`src/rtl/vga_sprite_timing_if.sv`:
```
// vga_sprite_timing_if: sprite position inputs and raster, sprite and sync outputs of vga_sprite_timing
interface vga_sprite_timing_if;
   logic [9:0] i_sprite_x;
   logic [9:0] i_sprite_y;
   logic       i_pos_valid;
   logic [9:0] o_sx;
   logic [9:0] o_sy;
   logic [5:0] o_lx;
   logic [5:0] o_ly;
   logic       o_in_sprite;
   logic       o_frame;
   logic       o_hsync_d;
   logic       o_vsync_d;
   logic       o_de_d;
   logic       o_in_sprite_d;
   modport master (
      output i_sprite_x, i_sprite_y, i_pos_valid,
      input  o_sx, o_sy, o_lx, o_ly, o_in_sprite, o_frame,
             o_hsync_d, o_vsync_d, o_de_d, o_in_sprite_d
   );
   modport slave (
      input  i_sprite_x, i_sprite_y, i_pos_valid,
      output o_sx, o_sy, o_lx, o_ly, o_in_sprite, o_frame,
             o_hsync_d, o_vsync_d, o_de_d, o_in_sprite_d
   );
endinterface

```
`src/rtl/vga_sprite_timing.sv`:
```
// vga_sprite_timing: VGA raster counters, sync/enable generation and sprite-local coordinates with aligned delay line
module vga_sprite_timing #(
   parameter int H_ACTIVE = 640,
   parameter int H_FP     = 16,
   parameter int H_SYNC   = 96,
   parameter int H_BP     = 48,
   parameter int V_ACTIVE = 480,
   parameter int V_FP     = 10,
   parameter int V_SYNC   = 2,
   parameter int V_BP     = 33,
   parameter int SPR_SIZE = 64,
   parameter int PIPE_DLY = 4
) (
   input logic                i_clk_25,
   input logic                i_rst,
   vga_sprite_timing_if.slave bus
);
   localparam int H_TOTAL = H_ACTIVE + H_FP + H_SYNC + H_BP;
   localparam int V_TOTAL = V_ACTIVE + V_FP + V_SYNC + V_BP;
   localparam logic [9:0]  H_LAST   = 10'(H_TOTAL - 1);
   localparam logic [9:0]  V_LAST   = 10'(V_TOTAL - 1);
   localparam logic [10:0] HA       = 11'(H_ACTIVE);
   localparam logic [10:0] HS_ON    = 11'(H_ACTIVE + H_FP);
   localparam logic [10:0] HS_OFF   = 11'(H_ACTIVE + H_FP + H_SYNC);
   localparam logic [10:0] VA       = 11'(V_ACTIVE);
   localparam logic [10:0] VS_ON    = 11'(V_ACTIVE + V_FP);
   localparam logic [10:0] VS_OFF   = 11'(V_ACTIVE + V_FP + V_SYNC);
   localparam logic [10:0] SPR      = 11'(SPR_SIZE);
   localparam logic [10:0] SPR_MASK = 11'(SPR_SIZE - 1);
   localparam logic [3:0]  IDLE     = 4'b1100;

   logic [9:0]  sx, sy, shadow_x, shadow_y, pos_x, pos_y;
   logic        h_last, v_last;
   logic [10:0] x, y, px, py, dx, dy;
   logic        de, hsync, vsync, in_sprite;
   logic [3:0]  taps;

   // 11-bit compares keep px+SPR_SIZE from wrapping, so sprites clip at the right edge
   always_comb begin
      h_last    = sx == H_LAST;
      v_last    = sy == V_LAST;
      x         = {1'b0, sx};
      y         = {1'b0, sy};
      px        = {1'b0, pos_x};
      py        = {1'b0, pos_y};
      dx        = x - px;
      dy        = y - py;
      de        = x < HA && y < VA;
      hsync     = !(x >= HS_ON && x < HS_OFF);
      vsync     = !(y >= VS_ON && y < VS_OFF);
      in_sprite = de && x >= px && x < px + SPR && y >= py && y < py + SPR;
   end

   // active position only changes on the last pixel so a frame never shows a torn sprite
   always_ff @(posedge i_clk_25) begin
      if (i_rst) begin
         sx       <= '0;
         sy       <= '0;
         shadow_x <= '0;
         shadow_y <= '0;
         pos_x    <= '0;
         pos_y    <= '0;
      end else begin
         sx <= h_last ? '0 : sx + 10'd1;
         if (h_last) sy <= v_last ? '0 : sy + 10'd1;
         if (bus.i_pos_valid) begin
            shadow_x <= bus.i_sprite_x;
            shadow_y <= bus.i_sprite_y;
         end
         if (h_last && v_last) begin
            pos_x <= shadow_x;
            pos_y <= shadow_y;
         end
      end
   end

   generate
      if (PIPE_DLY == 0) begin : g_bypass
         assign taps = {hsync, vsync, de, in_sprite};
      end else begin : g_pipe
         logic [3:0] stage [PIPE_DLY];
         always_ff @(posedge i_clk_25) begin
            if (i_rst) begin
               for (int i = 0; i < PIPE_DLY; i++) stage[i] <= IDLE;
            end else begin
               stage[0] <= {hsync, vsync, de, in_sprite};
               for (int i = 1; i < PIPE_DLY; i++) stage[i] <= stage[i-1];
            end
         end
         assign taps = stage[PIPE_DLY-1];
      end
   endgenerate

   assign bus.o_sx        = sx;
   assign bus.o_sy        = sy;
   assign bus.o_lx        = in_sprite ? 6'(dx & SPR_MASK) : '0;
   assign bus.o_ly        = in_sprite ? 6'(dy & SPR_MASK) : '0;
   assign bus.o_in_sprite = in_sprite;
   assign bus.o_frame     = sx == '0 && y == VA;
   assign {bus.o_hsync_d, bus.o_vsync_d, bus.o_de_d, bus.o_in_sprite_d} = taps;
endmodule
```
`src/flat_wrapper.sv`:
```
// flat-port wrapper written by rule: the top's interface ports become plain ports
module vga_sprite_timing_flat 
#(
   parameter int H_ACTIVE = 640,
   parameter int H_FP     = 16,
   parameter int H_SYNC   = 96,
   parameter int H_BP     = 48,
   parameter int V_ACTIVE = 480,
   parameter int V_FP     = 10,
   parameter int V_SYNC   = 2,
   parameter int V_BP     = 33,
   parameter int SPR_SIZE = 64,
   parameter int PIPE_DLY = 4
)
  (i_clk_25, i_rst, bus_i_sprite_x, bus_i_sprite_y, bus_i_pos_valid, bus_o_sx, bus_o_sy, bus_o_lx, bus_o_ly, bus_o_in_sprite, bus_o_frame, bus_o_hsync_d, bus_o_vsync_d, bus_o_de_d, bus_o_in_sprite_d);
  vga_sprite_timing_if bus_i ();
  input logic i_clk_25;
  input logic i_rst;
  input wire logic [$bits(bus_i.i_sprite_x)-1:0] bus_i_sprite_x;
  input wire logic [$bits(bus_i.i_sprite_y)-1:0] bus_i_sprite_y;
  input wire logic [$bits(bus_i.i_pos_valid)-1:0] bus_i_pos_valid;
  output wire logic [$bits(bus_i.o_sx)-1:0] bus_o_sx;
  output wire logic [$bits(bus_i.o_sy)-1:0] bus_o_sy;
  output wire logic [$bits(bus_i.o_lx)-1:0] bus_o_lx;
  output wire logic [$bits(bus_i.o_ly)-1:0] bus_o_ly;
  output wire logic [$bits(bus_i.o_in_sprite)-1:0] bus_o_in_sprite;
  output wire logic [$bits(bus_i.o_frame)-1:0] bus_o_frame;
  output wire logic [$bits(bus_i.o_hsync_d)-1:0] bus_o_hsync_d;
  output wire logic [$bits(bus_i.o_vsync_d)-1:0] bus_o_vsync_d;
  output wire logic [$bits(bus_i.o_de_d)-1:0] bus_o_de_d;
  output wire logic [$bits(bus_i.o_in_sprite_d)-1:0] bus_o_in_sprite_d;
  assign bus_i.i_sprite_x = bus_i_sprite_x;
  assign bus_i.i_sprite_y = bus_i_sprite_y;
  assign bus_i.i_pos_valid = bus_i_pos_valid;
  assign bus_o_sx = bus_i.o_sx;
  assign bus_o_sy = bus_i.o_sy;
  assign bus_o_lx = bus_i.o_lx;
  assign bus_o_ly = bus_i.o_ly;
  assign bus_o_in_sprite = bus_i.o_in_sprite;
  assign bus_o_frame = bus_i.o_frame;
  assign bus_o_hsync_d = bus_i.o_hsync_d;
  assign bus_o_vsync_d = bus_i.o_vsync_d;
  assign bus_o_de_d = bus_i.o_de_d;
  assign bus_o_in_sprite_d = bus_i.o_in_sprite_d;
  vga_sprite_timing #(.H_ACTIVE(H_ACTIVE), .H_FP(H_FP), .H_SYNC(H_SYNC), .H_BP(H_BP), .V_ACTIVE(V_ACTIVE), .V_FP(V_FP), .V_SYNC(V_SYNC), .V_BP(V_BP), .SPR_SIZE(SPR_SIZE), .PIPE_DLY(PIPE_DLY)) u_core (.i_clk_25(i_clk_25), .i_rst(i_rst), .bus(bus_i));
endmodule
```
`config.mk`:
```
export PLATFORM = sky130hd
export DESIGN_NAME = vga_sprite_timing_flat
export DESIGN_NICKNAME = d
export VERILOG_FILES = /design/src/rtl/vga_sprite_timing_if.sv /design/src/rtl/vga_sprite_timing.sv /design/src/flat_wrapper.sv
export SDC_FILE = /design/constraint.sdc
export NUM_CORES = 1
export LEC_CHECK = 0
export CAP_MARGIN = 30
export CORE_ASPECT_RATIO = 1.4
export CORE_MARGIN = 3
export CORE_UTILIZATION = 54
export CTS_CLUSTER_SIZE = 25
export DETAILED_ROUTE_END_ITERATION = 8
export PLACE_DENSITY = 0.8
export SETUP_SLACK_MARGIN = 0.3
export SLEW_MARGIN = 0
export SYNTH_ARGS = -nofsm -noshare
export SYNTH_HDL_FRONTEND = slang
export SYNTH_SLANG_ARGS = --single-unit
```
`constraint.sdc`:
```
create_clock -name i_clk_25 -period 3 [get_ports i_clk_25]
set_input_delay 0.6 -clock i_clk_25 [delete_from_list [all_inputs] [get_ports i_clk_25]]
set_output_delay 0.6 -clock i_clk_25 [all_outputs]
set_load 0.01 [all_outputs]
```
==> summary.txt, run 1 <==
Floorplan
  – Die width: 78.4 um
  – Die height: 107 um
  – # rows: 36
  – IO Pins: 61
  – CORE AREA: 7030 um2
  – Die area: 8420 um2
  – Starting Density: 56.4%

STA
  – Final setup vio count: 13
  – Max Clk Rate: 290 MHz
  – Hold_ws: 0.413 ns
  – Final WS setup: -0.454 ns
  – Unrepaired setup endpoints after global routing: yes
  – Final-report max-slew violation count: 0
  – Final period utilization: 115%
  – Max-slew headroom: 65.4%
  – Endpoints failing hold: 0
  – Layout Skew: 0.00853 ns
  – Worst slew pin tran: 0.515 ns
  – Final min period: 3.45 ns

Synthesis
  – Adder-cell share of the synthesized area: 11.7%
  – Complex-gate fraction of the synthesized area: 8.68%
  – Flops & latches, synth: 76
  – Sequential share of the synthesized area: 38.4%
  – YS warnings: 0
  – Cell variety after synth: 50
  – Cell count after synthesis: 424
  – Synthesized area per cell: 9.35 um2
  – Post-synthesis mux area share: 10.1%
  – Synthesized area: 3970 um2
  – Largest family of logic cells by synthesized area: simple AND/OR/NAND/NOR gates
  – Synth Net Count: 483
  – Simple-Gate Fraction of Synth Area: 21.0%
  – XOR/XNOR Fraction of Synth Area: 4.86%

Setup path
  – Crit. End Element: output port
  – Worst Path Required: 2.40 ns
  – CP Launch Type: register
  – Kind of critical path: register to output port
  – Critical path fanouts, max: 7
  – CP arrival: 2.85 ns

Clocking
  – CTS tree: done
  – Worst-path clk slew: 0.07 ns
  – Later-pin clock latency in the skew report: 0.35 ns
  – CTS root buf: clkbuf_8
  – H-Tree Depth: 3
  – Clock Path Buffers: 2
  – CTS Buf Count: 9
  – Clock sink total: 76

Route
  – First-pass DRT Iterations: 4
  – Vias per std cell: 5.63
  – WL final: 11500 um
  – First DRT Iteration DRCs: 187
  – Via count: 3705
  – Routed len/inst: 17.5 um
  – Drc violations: 0
  – Post-detailed-route count of antenna-violating nets: 0

Finish
  – Area added between synthesis and finish: 44.5%
  – Final Net Count: 618
  – Register Area: 1530 um2
  – Diode count: 0
  – Layout cells sized above 1: 29.5%
  – Filler instances: 412
  – Combined area of the multi-input logic cells: 2530 um2

Global route
  – GRT Util Overall: 26.2%
  – Initial antenna violation count: 0
  – Largest net degree at the start of global routing: 45
  – Vias in the first global route: 3719
  – Gr ovfl total: 0
  – Global-route wire length before repair: 17200 um

Job
  – Max Cap Viol: 0

Hold path
  – Min-delay worst type: register to register

Power
  – Peak supply drop: 0.000360 V
  – Power Total: 2.20 mW
  – Static Leak: 2.37 nW
  – PwrDens: 384 nW/um2

Place
  – IO buf count: 60
  – Dpl hpwl: 7510 um
  – Routability cong.: 0.861

Run status
  – Status: finished with violations
  – Failing checks: negative setup slack
-- cell families (layout without fill, tap and decap cells) --
logic type	Yosys count	count (layout)
and+or+nand+nor	152	152
DFF	76	76
xor gates and xnor gates	22	22
muxes	40	40
adders and majority gates	36	36
buffers and inverters	51	190
AOI/OAI and AO/OA	47	47
-- flip-flops by register name (all words and copies together) (netlist names) --
register and count:
u_core.shadow_y 10, u_core.shadow_x 10, u_core.pos_x 10, u_core.g_pipe.stage 16
u_core.pos_y 10, u_core.bus.o_sx 10, u_core.bus.o_sy 10
-- Yosys cell counts, drive strengths merged --
cell type / n / share of area (%)
dfxtp: 76 / 38
nor2: 65 / 6.2
mux2i: 40 / 10
inv: 35 / 3.3
ha: 34 / 11
a21oi: 15 / 1.9
nand3: 14 / 1.8
nor3: 13 / 2.8
xor2: 12 / 2.7
clkbuf: 11 / 1.0
xnor2: 10 / 2.2
nand4: 9 / 1.4
nor2b: 9 / 1.4
o21ai: 8 / 1.0
or2: 8 / 1.3
nand2: 7 / 0.66
buf: 5 / 0.91
nor4: 5 / 1.1
o21a: 5 / 0.95
a21o: 4 / 0.76
nand4b: 4 / 0.88
nor4b: 4 / 0.88
and3: 3 / 0.60
or3: 3 / 0.47
a31oi: 2 / 0.32
and4: 2 / 0.44
fa: 2 / 1.0
nand2b: 2 / 0.32
o311ai: 2 / 0.88
o31a: 2 / 0.44
a2111o: 1 / 0.28
a2111oi: 1 / 0.69
a211oi: 1 / 0.19
a21boi: 1 / 0.19
a221o: 1 / 0.25
a22oi: 1 / 0.19
a32oi: 1 / 0.22
and2b: 1 / 0.19
nand3b: 1 / 0.19
nor3b: 1 / 0.19
nor4bb: 1 / 0.25
o2111ai: 1 / 0.22
o211ai: 1 / 0.19
-- timing repair --
| action | 4_1_cts | 5_1_grt |
|---|---|---|
| hold buffers | 0 | 0 |
| hold endpoints to repair | 0 | 0 |
| pin swaps | 21 | 10 |
| setup endpoints to repair | 14 | 13 |
| resized for setup | 90 | 14 |
| setup buffers | 4 | 2 |
-- layer usage --
metal | global-route usage [%] | share of wire, % | vias up | wire length (um)
li1 | - | - | 1739 | -
met1 | 29.2 | 38 | 1795 | 4420
met2 | 46.1 | 53 | 124 | 6090
met3 | 4.69 | 3.8 | 47 | 439
met4 | 15.6 | 5.1 | 0 | 589
met5 | 0 | 0 | - | 0
-- power by group --
part / switching [mW] / internal (mW) / total (mW)
Sequential: 0.0146 / 1.03 / 1.05
Combinational: 0.102 / 0.114 / 0.215
Clock: 0.372 / 0.568 / 0.940
Total: 0.489 / 1.71 / 2.20
-- per-stage QoR --
step,setup TNS (ns),instance area (um2),worst slack (ns),instances,util [%]
4_1_cts,-3.31,5610,-0.281,656,79.8
3_3_place_gp,-3.48,5250,-0.313,637,74.7
2_1_floorplan,0,4020,0.181,424,-
5_1_grt,-6.12,5730,-0.532,658,81.6
3_5_place_dp,-5.09,5250,-0.460,637,74.7
6_report,-5.19,5730,-0.454,658,81.6
-- layout by cell type (no fill, tap or decap), types with 2 or more instances in the layout --
| master | netlist | layout |
|---|---|---|
| buf_4 | 2 | 76 |
| dfxtp_1 | 76 | 68 |
| nor2_1 | 65 | 64 |
| clkdlybuf4s50_1 | 0 | 45 |
| mux2i_1 | 40 | 40 |
| inv_1 | 35 | 35 |
| ha_1 | 34 | 30 |
| buf_2 | 2 | 13 |
| xor2_1 | 12 | 12 |
| nand3_1 | 14 | 11 |
| a21oi_1 | 15 | 10 |
| clkbuf_8 | 0 | 10 |
| nor2b_1 | 9 | 9 |
| nand4_1 | 9 | 9 |
| nor3_4 | 0 | 8 |
| or2_2 | 8 | 8 |
| xnor2_1 | 10 | 7 |
| o21ai_0 | 7 | 7 |
| nand2_1 | 7 | 7 |
| dfxtp_2 | 0 | 7 |
| a21oi_2 | 0 | 5 |
| o21a_1 | 5 | 5 |
| a21o_1 | 4 | 4 |
| nor3_1 | 4 | 4 |
| nand4b_1 | 4 | 4 |
| ha_4 | 0 | 4 |
| nor4_4 | 0 | 3 |
| or3_1 | 3 | 3 |
| bufinv_16 | 0 | 3 |
| buf_12 | 0 | 3 |
| xnor2_2 | 0 | 2 |
| and4_1 | 2 | 2 |
| o31a_1 | 2 | 2 |
| nand3_2 | 0 | 2 |
| nor4_2 | 2 | 2 |
| nand2b_1 | 2 | 2 |
| nor4b_4 | 0 | 2 |
| and3_1 | 2 | 2 |
| clkinv_2 | 0 | 2 |
| buf_6 | 1 | 2 |
-- final timing paths --
check,slack [ns],endpoint,startpoint,cells past startpoint
min,0.41,u_core.g_pipe.stage[2][3],u_core.g_pipe.stage[1][3],1
max,-0.45,bus_o_ly[5],u_core.pos_y[7],10
max reg2reg,0.55,u_core.bus.o_sy[9],u_core.bus.o_sy[1],9
min reg2reg,0.41,u_core.g_pipe.stage[2][3],u_core.g_pipe.stage[1][3],1
-- worst max-delay path: stages, from the launching register on --
cell and delay (ns):
dfxtp_2 0.35, nand3_1 0.15, xnor2_2 0.27, ha_4 0.26
a21oi_2 0.17, a32oi_2 0.12, a2111oi_4 0.37, o311ai_4 0.17
buf_12 0.19, nor4b_4 0.27, buf_2 0.18
-- final cells by class --
cell class | instances | share of cell area (%)
multi-input combinational | 297 | 44.2
sequential | 76 | 26.8
timing repair buffer | 140 | 20.5
clock buffer | 10 | 2.40
inverter | 35 | 2.29
tap | 95 | 2.07
clock inverter | 5 | 1.75
Power figures use the tool's default switching activity.
==> run 2: changes to the inputs <==
--- a/config.mk
+++ b/config.mk
@@ -7,12 +7,11 @@
 export LEC_CHECK = 0
 export CAP_MARGIN = 30
 export CORE_ASPECT_RATIO = 1.4
-export CORE_MARGIN = 3
+export CORE_MARGIN = 5
 export CORE_UTILIZATION = 54
 export CTS_CLUSTER_SIZE = 25
 export DETAILED_ROUTE_END_ITERATION = 8
 export PLACE_DENSITY = 0.8
-export SETUP_SLACK_MARGIN = 0.3
 export SLEW_MARGIN = 0
 export SYNTH_ARGS = -nofsm -noshare
 export SYNTH_HDL_FRONTEND = slang
==> summary.txt, run 2 (same netlist as run 1, synthesis figures left out) <==
Route
  – First-pass DRT Iterations: 5
  – Drc violations: 0
  – WL final: 10600 um
  – Post-detailed-route count of antenna-violating nets: 0
  – Via count: 3544
  – Routed len/inst: 16.2 um
  – First DRT Iteration DRCs: 210
  – Vias per std cell: 5.40

Place
  – Routability cong.: 0.918
  – Dpl hpwl: 7290 um
  – Dpl cell area: 5110 um2
  – IO buf count: 60

Finish
  – Diode count: 0
  – Area added between synthesis and finish: 42.5%
  – Final Core Density: 77.8%
  – Max reg flops: 16
  – Final Net Count: 613
  – Layout cells sized above 1: 29.5%
  – Most frequent cells in the layout: buf_4, dfxtp_1, nor2_1, clkdlybuf4s50_1, mux2i_1
  – Reg with most FFs: u_core.g_pipe.stage
  – Finished Cell Area: 5650 um2
  – Commonest non-fill, non-tap cell in the layout: buf_4

Clocking
  – CTS tree: done
  – CTS Buf Count: 9
  – Clock sink total: 76
  – Clock Path Buffers: 2
  – H-Tree Depth: 3
  – CTS root buf: clkbuf_8
  – Number of hold buffers added after cts: 0
  – Later-pin clock latency in the skew report: 0.36 ns
  – Worst-path clk slew: 0.08 ns

Power
  – Static Leak: 2.33 nW
  – PwrDens: 403 nW/um2
  – Peak supply drop: 0.000412 V

STA
  – Final setup vio count: 13
  – Worst slew pin tran: 0.541 ns
  – Layout Skew: 0.0110 ns
  – Endpoints failing hold: 0
  – Max Clk Rate: 297 MHz
  – Final period utilization: 112%
  – Max-slew headroom: 63.9%
  – Final WS setup: -0.367 ns
  – Final min period: 3.37 ns
  – Unrepaired setup endpoints after global routing: yes
  – Hold_ws: 0.420 ns
  – Sum Neg Setup Slack: -3.84 ns
  – Final-report max-slew violation count: 0

Hold path
  – Min-delay worst type: register to register

Floorplan
  – Die area: 9180 um2
  – Die width: 82.4 um
  – # rows: 37
  – Die height: 111 um
  – CORE AREA: 7270 um2
  – Starting Density: 54.6%
  – IO Pins: 61

Setup path
  – Crit-path cells: ha_4 -> xnor2_1 -> ha_1 -> nand3_2 -> a21oi_2 -> a2111oi_4 -> o311ai_4 -> buf_6 -> buf_8 -> nor3_4 -> buf_6
  – CP top delay family: compound AO/OA/AOI/OAI gates
  – Most frequent cell on the critical path: buf_6
  – Crit-path slowest cell: a2111oi_4
  – Crit-path max cell delay: 0.39 ns
  – Crit. End Element: output port
  – Kind of critical path: register to output port
  – CP Launch Type: register
  – Worst Path Required: 2.40 ns
  – Critical path fanouts, max: 5
  – CP arrival: 2.77 ns
  – CP Buf/Inv Count: 3

Global route
  – Largest net degree at the start of global routing: 33
  – Global-route wire length before repair: 16200 um
  – Gr ovfl total: 0
  – GRT Util Overall: 22.6%
  – Vias in the first global route: 3506
  – Initial antenna violation count: 0

Job
  – Max Cap Viol: 0

Run status
  – Status: finished with violations
  – Failing checks: negative setup slack
==> run 2: cell count changes in the layout (fill, tap and decap cells not counted), moves of 2 or more <==
cell    before  now
buf_6        2    6
inv_2        0    2
buf_4       76   70
buf_12       3    0
inv_1       35   33
nor3_4       8    6
nor3_2       1    3
==> run 2: metrics by stage <==
stage / total power [mW] / worst slack (ns) / instances
6_report: 2.28 / -0.367 / 656
5_1_grt: 2.35 / -0.441 / 656
4_1_cts: 2.27 / -0.343 / 653
3_5_place_dp: 1.26 / -0.386 / 632
3_3_place_gp: 1.25 / -0.257 / 632
2_1_floorplan: 1.17 / 0.181 / 424
==> run 2: path summary, 6_finish.rpt <==
kind | from | to | slack [ns] | depth (start not counted)
setup / recovery | u_core.pos_x[6] | bus_o_ly[2] | -0.37 | 11
hold / removal | u_core.g_pipe.stage[1][2] | u_core.g_pipe.stage[2][2] | 0.42 | 1
setup reg to reg | u_core.pos_x[6] | u_core.g_pipe.stage[0][0] | 0.44 | 12
hold reg to reg | u_core.g_pipe.stage[1][2] | u_core.g_pipe.stage[2][2] | 0.42 | 1
==> run 2: per-layer routing <==
layer	up-vias	share of wire (%)	track usage [%]
met3	35	4.0	4.13
met2	113	53	39.1
met1	1668	39	26.5
li1	1728	-	-
met4	0	3.4	9.76
met5	-	0	0
==> run 2: report_power, final <==
| part | total [mW] | internal (mW) | leakage, nW | switching (mW) |
|---|---|---|---|---|
| clock network | 1.02 | 0.635 | 0.133 | 0.383 |
| logic | 0.218 | 0.117 | 1.57 | 0.101 |
| registers | 1.04 | 1.03 | 0.623 | 0.0137 |
| total | 2.28 | 1.78 | 2.33 | 0.497 |
==> run 2: area by class of cell <==
cell class,count,area [um2]
Clock inverter,7,139
Timing Repair Buffer,135,1130
Inverter,35,131
Sequential cell,76,1540
Clock buffer,9,124
Multi-Input combinational cell,297,2470
Fill cell,477,1620
Tap cell,97,121
==> run 2: repair_timing <==
action / CTS / global route
setup buffers: 5 / 4
pin swaps: 13 / 20
endpoints found under the setup margin: 13 / 14
gates resized for setup: 80 / 37
